## src/rtl/mem_access_ctrl_pkg.sv

```systemverilog
// mem_access_pkg: shared FSM state, access source and mode constants for mem_access_ctrl
package mem_access_pkg;
  typedef enum logic [2:0] {
    ST_IDLE  = 3'd0,
    ST_WRITE = 3'd1,
    ST_RADDR = 3'd2,
    ST_RWAIT = 3'd3,
    ST_DONE  = 3'd4
  } state_t;
  typedef enum logic {SRC_CPU = 1'b0, SRC_MAN = 1'b1} src_t;
  localparam logic MODE_CPU = 1'b0;
  localparam logic MODE_MAN = 1'b1;
endpackage

```

## src/rtl/key_sync_edge.sv

```systemverilog
// key_sync_edge: 2-flop synchroniser for an active-low key, optional debounce (MAC_DEBOUNCE_EN), one-cycle press pulse
module key_sync_edge
`ifdef MAC_DEBOUNCE_EN
#(
  parameter int DEBOUNCE_CYC = 16
)
`endif
(
  input  logic clk,
  input  logic rst_n,
  input  logic key_n,
  output logic fall
);
  logic s1_q, s2_q, prev_q, lvl;
  // synchroniser and previous-level register for edge detection
  always_ff @(posedge clk or negedge rst_n)
    if (!rst_n) begin
      s1_q   <= 1'b0;
      s2_q   <= 1'b0;
      prev_q <= 1'b0;
    end else begin
      s1_q   <= key_n;
      s2_q   <= s1_q;
      prev_q <= lvl;
    end
`ifdef MAC_DEBOUNCE_EN
  localparam int CW = $clog2(DEBOUNCE_CYC + 1);
  logic [CW-1:0] cnt_q, cnt_d;
  logic filt_q, filt_d;
  // filtered level follows the synchronised key only after a full run of differing samples
  always_comb begin
    cnt_d  = '0;
    filt_d = filt_q;
    if (s2_q != filt_q) begin
      if (cnt_q == CW'(DEBOUNCE_CYC - 1)) filt_d = s2_q;
      else cnt_d = cnt_q + CW'(1);
    end
  end
  // debounce counter and filtered level
  always_ff @(posedge clk or negedge rst_n)
    if (!rst_n) begin
      cnt_q  <= '0;
      filt_q <= 1'b0;
    end else begin
      cnt_q  <= cnt_d;
      filt_q <= filt_d;
    end
  assign lvl = filt_q;
`else
  assign lvl = s2_q;
`endif
  assign fall = prev_q & ~lvl;
endmodule

```

## src/rtl/mem_access_ctrl.sv

```systemverilog
// mem_access_ctrl: RAM access sequencer for CPU req/ack bus and manual key loading; MAC_DEBOUNCE_EN adds key debounce
module mem_access_ctrl
  import mem_access_pkg::*;
#(
  parameter int ADDR_W = 4,
  parameter int DATA_W = 8,
  parameter int READ_LAT = 1
`ifdef MAC_DEBOUNCE_EN
  , parameter int DEBOUNCE_CYC = 16
`endif
) (
  input  logic              SysClock,
  input  logic              ResetN,
  input  logic              Mode,
  input  logic              CpuReq,
  input  logic              CpuWe,
  input  logic [ADDR_W-1:0] CpuAddr,
  input  logic [DATA_W-1:0] CpuWData,
  output logic              CpuAck,
  output logic [DATA_W-1:0] RdData,
  input  logic              ManStep,
  input  logic              ManClear,
  input  logic              ManWe,
  input  logic [DATA_W-1:0] ManData,
  output logic [ADDR_W-1:0] ManAddr,
  output logic [ADDR_W-1:0] RamAddr,
  output logic [DATA_W-1:0] RamData,
  output logic              RamWren,
  input  logic [DATA_W-1:0] RamQ,
  output logic              Busy
);
  localparam logic [1:0] LAT_LAST = 2'(READ_LAT - 1);
  state_t state_q, state_d;
  src_t src_q, src_d;
  logic [1:0] lat_q, lat_d;
  logic [ADDR_W-1:0] ram_addr_q, ram_addr_d, man_addr_q, man_addr_d;
  logic [DATA_W-1:0] ram_data_q, ram_data_d, rd_data_q, rd_data_d;
  logic clr_seen_q, clr_seen_d;
  logic step, clear, cpu_go, man_go, start_we;
`ifdef MAC_DEBOUNCE_EN
  key_sync_edge #(.DEBOUNCE_CYC(DEBOUNCE_CYC)) u_step (.clk(SysClock), .rst_n(ResetN), .key_n(ManStep), .fall(step));
  key_sync_edge #(.DEBOUNCE_CYC(DEBOUNCE_CYC)) u_clear (.clk(SysClock), .rst_n(ResetN), .key_n(ManClear), .fall(clear));
`else
  key_sync_edge u_step (.clk(SysClock), .rst_n(ResetN), .key_n(ManStep), .fall(step));
  key_sync_edge u_clear (.clk(SysClock), .rst_n(ResetN), .key_n(ManClear), .fall(clear));
`endif
  // next-state logic: accept a request in IDLE, sequence it, and maintain the manual address
  always_comb begin
    cpu_go     = state_q == ST_IDLE && Mode == MODE_CPU && CpuReq;
    man_go     = state_q == ST_IDLE && Mode == MODE_MAN && step && !clear;
    start_we   = cpu_go ? CpuWe : ManWe;
    state_d    = state_q;
    src_d      = src_q;
    lat_d      = lat_q;
    ram_addr_d = ram_addr_q;
    ram_data_d = ram_data_q;
    rd_data_d  = rd_data_q;
    man_addr_d = man_addr_q;
    clr_seen_d = state_q != ST_IDLE && (clr_seen_q || clear);
    case (state_q)
      ST_IDLE:
        if (cpu_go || man_go) begin
          src_d      = cpu_go ? SRC_CPU : SRC_MAN;
          ram_addr_d = cpu_go ? CpuAddr : man_addr_q;
          ram_data_d = start_we ? (cpu_go ? CpuWData : ManData) : ram_data_q;
          state_d    = start_we ? ST_WRITE : ST_RADDR;
        end
      ST_WRITE: state_d = ST_DONE;
      ST_RADDR: begin
        state_d = ST_RWAIT;
        lat_d   = '0;
      end
      ST_RWAIT:
        if (lat_q == LAT_LAST) begin
          rd_data_d = RamQ;
          state_d   = ST_DONE;
        end else lat_d = lat_q + 2'd1;
      ST_DONE: begin
        state_d    = ST_IDLE;
        man_addr_d = (src_q == SRC_MAN && !clr_seen_q) ? man_addr_q + ADDR_W'(1) : man_addr_q;
      end
      default: state_d = ST_IDLE;
    endcase
    if (clear) man_addr_d = '0;
  end
  // state and datapath registers; reset abandons any access in flight
  always_ff @(posedge SysClock or negedge ResetN)
    if (!ResetN) begin
      state_q    <= ST_IDLE;
      src_q      <= SRC_CPU;
      lat_q      <= '0;
      ram_addr_q <= '0;
      ram_data_q <= '0;
      rd_data_q  <= '0;
      man_addr_q <= '0;
      clr_seen_q <= 1'b0;
    end else begin
      state_q    <= state_d;
      src_q      <= src_d;
      lat_q      <= lat_d;
      ram_addr_q <= ram_addr_d;
      ram_data_q <= ram_data_d;
      rd_data_q  <= rd_data_d;
      man_addr_q <= man_addr_d;
      clr_seen_q <= clr_seen_d;
    end
  assign RamWren = state_q == ST_WRITE;
  assign CpuAck  = state_q == ST_DONE && src_q == SRC_CPU;
  assign Busy    = state_q != ST_IDLE;
  assign RamAddr = ram_addr_q;
  assign RamData = ram_data_q;
  assign RdData  = rd_data_q;
  assign ManAddr = man_addr_q;
endmodule

```

## config.mk

```make
export PLATFORM = sky130hd
export DESIGN_NAME = mem_access_ctrl
export DESIGN_NICKNAME = d
export VERILOG_FILES = /design/src/rtl/mem_access_ctrl_pkg.sv /design/src/rtl/key_sync_edge.sv /design/src/rtl/mem_access_ctrl.sv
export SDC_FILE = /design/constraint.sdc
export NUM_CORES = 1
export LEC_CHECK = 0
export CORE_MARGIN = 4
export CORE_UTILIZATION = 45
export CTS_BUF_LIST = sky130_fd_sc_hd__clkbuf_4
export DETAILED_ROUTE_END_ITERATION = 7
export PLACE_DENSITY_LB_ADDON = 0.3
export SETUP_SLACK_MARGIN = 0.4
export SYNTH_ARGS = -nofsm -noshare
export SYNTH_HDL_FRONTEND = slang
export SYNTH_SLANG_ARGS = --single-unit
export TNS_END_PERCENT = 100
```

## constraint.sdc

```tcl
create_clock -name SysClock -period 2.5 [get_ports SysClock]
set_input_delay 0.25 -clock SysClock [delete_from_list [all_inputs] [get_ports SysClock]]
set_output_delay 0.25 -clock SysClock [all_outputs]
set_load 0.05 [all_outputs]
```

-- Yosys cells after proc, flatten, opt, wreduce, memory -nomap -nowiden
Index checks and enable logic that the tools add are counted.
- reductions and logical operators: 24
- mux-type cells: 13
- add/sub/neg operators: 2
- equal/unequal tests: 7
- bitwise logic cells: 6
- operators by type and width (cell ; count):
    4-bit two-way mux ; 4
    3-bit one-hot mux with 4 select lines ; 1
    2-bit AND reduction ; 5
    1-bit logical AND ; 8
    8-bit two-way mux ; 1
    3-bit by 2-bit equality test with 1-bit output (second input constant) ; 2
    3-bit two-way mux ; 2
    2-bit nonzero test ; 3
    4-bit by 1-bit adder with 4-bit output (second input constant) ; 1
    2-bit two-way mux ; 2
    2-bit != test (second input constant) ; 2
    1-bit NOT ; 4
    2-bit one-hot mux with 2 select lines ; 1
    3-bit by 1-bit equality test with 1-bit output (second input constant) ; 1
    3-bit equality test (second input constant) ; 1
    3-bit logical NOT ; 1
    3-bit AND reduction ; 1
    3-bit nonzero test ; 1
    2-bit by 1-bit adder with 2-bit output (second input constant) ; 1
    1-bit bitwise AND ; 2
    1-bit logical NOT ; 2
    2-bit logical NOT ; 1
    1-bit logical OR ; 2
    1-bit two-way mux ; 2
    2-bit by 1-bit != test with 1-bit output (second input constant) ; 1
- flip-flop bits (word level): 37
- output and inout port bits: 27
- input port bits: 36
- logic and storage cells: 66

-- Depth between registers and ports, before layout
- depth in word-level cells: 7
- gate-level depth with buffers: 7
- depth with buffers taken out: 5

-- By module
From an unflattened synthesis, not the netlist that was laid out.
- cell total of the unflattened synthesis: 135
- area total of the unflattened synthesis: 1612.8 sq um
- by module, submodules not included (module ; instances ; area each (sq um) ; seq. area each (sq um) ; cells each):
    mem_access_ctrl ; 1 ; 1435.1 ; 775.7 ; 127
    key_sync_edge ; 2 ; 88.8 ; 75.1 ; 4

-- Worst setup path after synthesis
No wires, ideal clock.
- path kind: register to register
- start: register state_q[1]
- end: register ram_data_q[0], in the netlist RamData[0]
- clock period less this slack: 2.333 ns
- data required time: 2.375 ns
- data arrival time: 2.208 ns
- path slack: 0.167 ns
- setup time: 0.125 ns
- buffers on the path: 2
- cell stages (with the launch flop): 7
- cells stage by stage: dfrtp_1 > buf_6 > or3_4 > or4_1 > buf_6 > o22ai_4 > mux2_2
- word-level cells in the longest chain between the ends: 6
- elaborated cells between the ends (all ways): 10
- classes of those cells: 2 x mux; 8 x reduce/logical
- RTL lines (element ; line ; text):
    start, declared ; mem_access_ctrl.sv:33 ; state_t state_q, state_d;
    start signal, assigned ; mem_access_ctrl.sv:98 ; state_q <= state_d;
    3-bit logical NOT * ; mem_access_ctrl.sv:49, mem_access_ctrl.sv:50, mem_access_ctrl.sv:60 ;
    1-bit logical AND (3 in a row) ; mem_access_ctrl.sv:50 ; man_go = state_q == ST_IDLE && Mode == MODE_MAN && step && !clear;
    1-bit logical OR ; mem_access_ctrl.sv:62 ; if (cpu_go || man_go) begin
    3-bit AND reduction (no line) ; -- ;
    end signal, assigned ; mem_access_ctrl.sv:102 ; ram_data_q <= ram_data_d;
    end, declared ; mem_access_ctrl.sv:37 ; logic [DATA_W-1:0] ram_data_q, ram_data_d, rd_data_q, rd_data_d;
Every way passes the cells marked *; elsewhere a longest branch is shown, timed or not.
A chain may end at the register's enable or synchronous reset.

-- Final worst setup path
- start: register state_q[1]
- end: register ram_data_q[2], in the netlist RamData[2]
The elaborated chain is that of the path after synthesis.

==> impl_metrics.json <==
{
  "pwr-share-clk_pct": 10.2,
  "gp_congestion": 0.6964,
  "sw_frac_of_total_pct": 45.32,
  "cts-root-buf": "clkbuf_4",
  "syn-num-nets": 164,
  "core_area_sq_um": 3416,
  "ant_nets": 0,
  "p_total_mw": 2.961,
  "p_sw_mw": 1.342,
  "r2r_setup_slack_ps": 490,
  "portBuffers": 62,
  "grt_setup_unrepaired": "false",
  "ir_drop_v": 0.0007411,
  "regArea_sq_um": 927.1,
  "io_pins": 63,
  "reg2reg_depth": 5,
  "synth_flop_cell": "dfrtp_1",
  "crit_arrival_ps": 2230,
  "grt_max_degree": 38,
  "clock_latency_ps": 330,
  "ys_warn_count": 0,
  "drtPass1Iterations": 2,
  "power_leakage_nw": 1.087,
  "die_area_sq_um": 4666,
  "syn2layout_area_growth_pct": 49.39,
  "status": "finished, violations left",
  "vias": 1239,
  "worstMarginPinSlew_ps": 781.7,
  "cp_top_family": "simple AND/OR/NAND/NOR gates",
  "clock-skew-final_ps": 10.64,
  "dp_hpwl_um": 2757,
  "insertedDiodeCount": 0,
  "setup_tns_ps": 0,
  "slew_headroom_pct": 47.89,
  "timing.fmax_ghz": 0.4965,
  "synth-edff-count": 0,
  "layout_commonest_cell": "clkdlybuf4s50_1",
  "syn_inst": 126,
  "grt.overflow.total": 0,
  "rows": 21,
  "synth_area_sq_um": 1637,
  "worstPathMaxFanout": 8,
  "cts.hold.buffers_added": 0,
  "power.internal_mw": 1.619,
  "cts_made_buffers": 5,
  "htreeDepth": 2,
  "fin_crit_sh_pct": 80.56,
  "async_flop_share_pct": 100.0,
  "nNetsFinal": 237,
  "multiInputGateArea_sq_um": 690.7,
  "whs_ps": -11.98,
  "drc": 0,
  "endpoint_kind": "register",
  "track_usage_pct": 17.34,
  "clk_path_buf_depth": 2,
  "avgSynthCellArea_sq_um": 12.99,
  "synth_top_area_share_pct": 56.57,
  "cts_tree": "built",
  "setup_viol": 0,
  "grt_pass1_wl_um": 5885,
  "fp.dieW_um": 68.31,
  "violations": "hold timing",
  "seq_power_share_pct": 32.1,
  "synth_top_cell_by_area": "dfrtp_1",
  "crit_chain": "or3_4 > or4_4 > o22ai_4 > buf_12 > mux2_4",
  "vias_per_cell": 5.037,
  "worst-path-stages": 5,
  "p_comb_share_pct": 57.6,
  "drt-total-wl_um": 3595,
  "synth.distinct_cells": 31,
  "cts.reportedPaths.clkPinSlew_ps": 110,
  "layout_common_cells": "clkdlybuf4s50_1, dfrtp_1, mux2_2",
  "final_hold_viol_count": 30,
  "maxCapViolations": 0,
  "drt_iter0_drc": 29,
  "synth-seq-cells": 37,
  "grt_pass1_vias": 1361,
  "netlist_top_cells_area": "dfrtp_1, mux2_2, mux2i_1",
  "die_h_um": 68.31,
  "hold_path.class": "in2async",
  "required_ps": 2720,
  "slew_violations": 0,
  "critPathKind": "reg2reg",
  "yosysSeqAreaShare_pct": 56.57,
  "initial_utilization_pct": 47.91,
  "cts_num_sinks": 37,
  "drive_gt1_share_pct": 25.00,
  "antenna_found_initial": 0,
  "worst-path-buf-inv": 1,
  "fillers": 238,
  "wire_per_inst_um": 14.61,
  "max_stage_delay_ps": 470,
  "crit_slowest_cell": "dfrtp_1",
  "fin_crit_ps": 2014,
  "critPathLaunchType": "register",
  "power_density_nw_per_um2": 1211
}
## layout make-up
type / instances / area share [%]
Tap cell: 46 / 2.354
Multi-Input combinational cell: 77 / 28.25
Clock inverter: 3 / 0.7165
Inverter: 7 / 1.075
Sequential cell: 37 / 37.92
Timing Repair Buffer: 71 / 28.15
Clock buffer: 5 / 1.535
## stage by stage
| step | worst slack [ps] | hold WS, ps | util, % | std cells | area [sq um] |
|---|---|---|---|---|---|
| final | 485.9 | -11.98 | 71.58 | 246 | 2445 |
| after global routing | 444.8 | 31.37 | 71.58 | 246 | 2445 |
| after global placement | 292.7 | 332.2 | 68.02 | 231 | 2323 |
| after CTS | 332.3 | 10.60 | 71.32 | 245 | 2436 |
| after floorplan | 253.7 | -45.59 | - | 126 | 1678 |
| after detailed placement | 247.2 | 337.0 | 68.02 | 231 | 2323 |
## final timing paths
| check | startpoint | to |
|---|---|---|
| max | state_q[1] | RamData[2] |
| max reg2reg | state_q[1] | RamData[2] |
| min in group SysClock | ManClear | u_clear.s1_q |
| max in group asynchronous | ResetN | state_q[0] |
| min reg2reg | u_clear.s1_q | u_clear.lvl |
| min | ResetN | RamAddr[1] |
## synth_stat cells, drive strengths merged, types with 2 or more instances
cell type,instances
dfrtp,37
mux2,25
inv,7
nor2,6
nor2b,4
o22ai,4
a21oi,3
a22o,3
a31oi,3
buf,3
mux2i,3
nand2,3
nor3b,3
or3,3
clkbuf,2
ha,2
nand2b,2
nand4b,2
xor2,2
## state kept, by name, indices dropped and copies added (netlist names), 2 cells and up
name,flops
RdData,8
state_q,3
lat_q,2
RamData,8
ManAddr,4
RamAddr,4
## metal layers
| metal | up-vias | global-route usage [%] | wire length [um] |
|---|---|---|---|
| li1 | 597 | - | - |
| met1 | 600 | 18.76 | 1377 |
| met3 | 4 | 5.583 | 244 |
| met4 | 0 | 7.444 | 46 |
| met5 | - | 0 | 0 |
| met2 | 38 | 30.81 | 1927 |
## logic make-up (layout without fill, tap and decap cells)
kind of cell             count (synthesis)  after routing  synth area share (%)
AO/OA/AOI/OAI                           18             18                 8.258
adder cells (fa/ha/maj)                  2              2                 1.529
XOR/XNOR                                 2              2                 1.071
buffers and inverters                   12             86                 3.746
AND/OR/NAND/NOR                         27             27                 9.785
flip-flops                              37             37                 56.58
multiplexers                            28             28                 19.04
## worst register-to-register path: cells and delay by family, from the launching register on
kind | cells | cell delay, ps
DFF | 1 | 470
and+or+nand+nor | 2 | 810
muxes | 1 | 300
buffers and inverters | 1 | 160
AOI/OAI and AO/OA | 1 | 160
## repair_timing
item	CTS	global route
endpoints found under the hold margin	0	0
pin swaps	2	2
gates resized for setup	5	3
endpoints found under the setup margin	11	9
buffers inserted	6	1
## power by group through the flow
stage                     logic (mW)  clock network, mW  registers (mW)
after global routing            1.79              0.338           0.976
after CTS                       1.70              0.312           0.950
after detailed placement        1.65                  0           0.971
final                           1.71              0.303           0.951
after global placement          1.62                  0           0.957
after floorplan                0.551                  0            1.54
No activity file was read; power rests on OpenSTA's default activity.
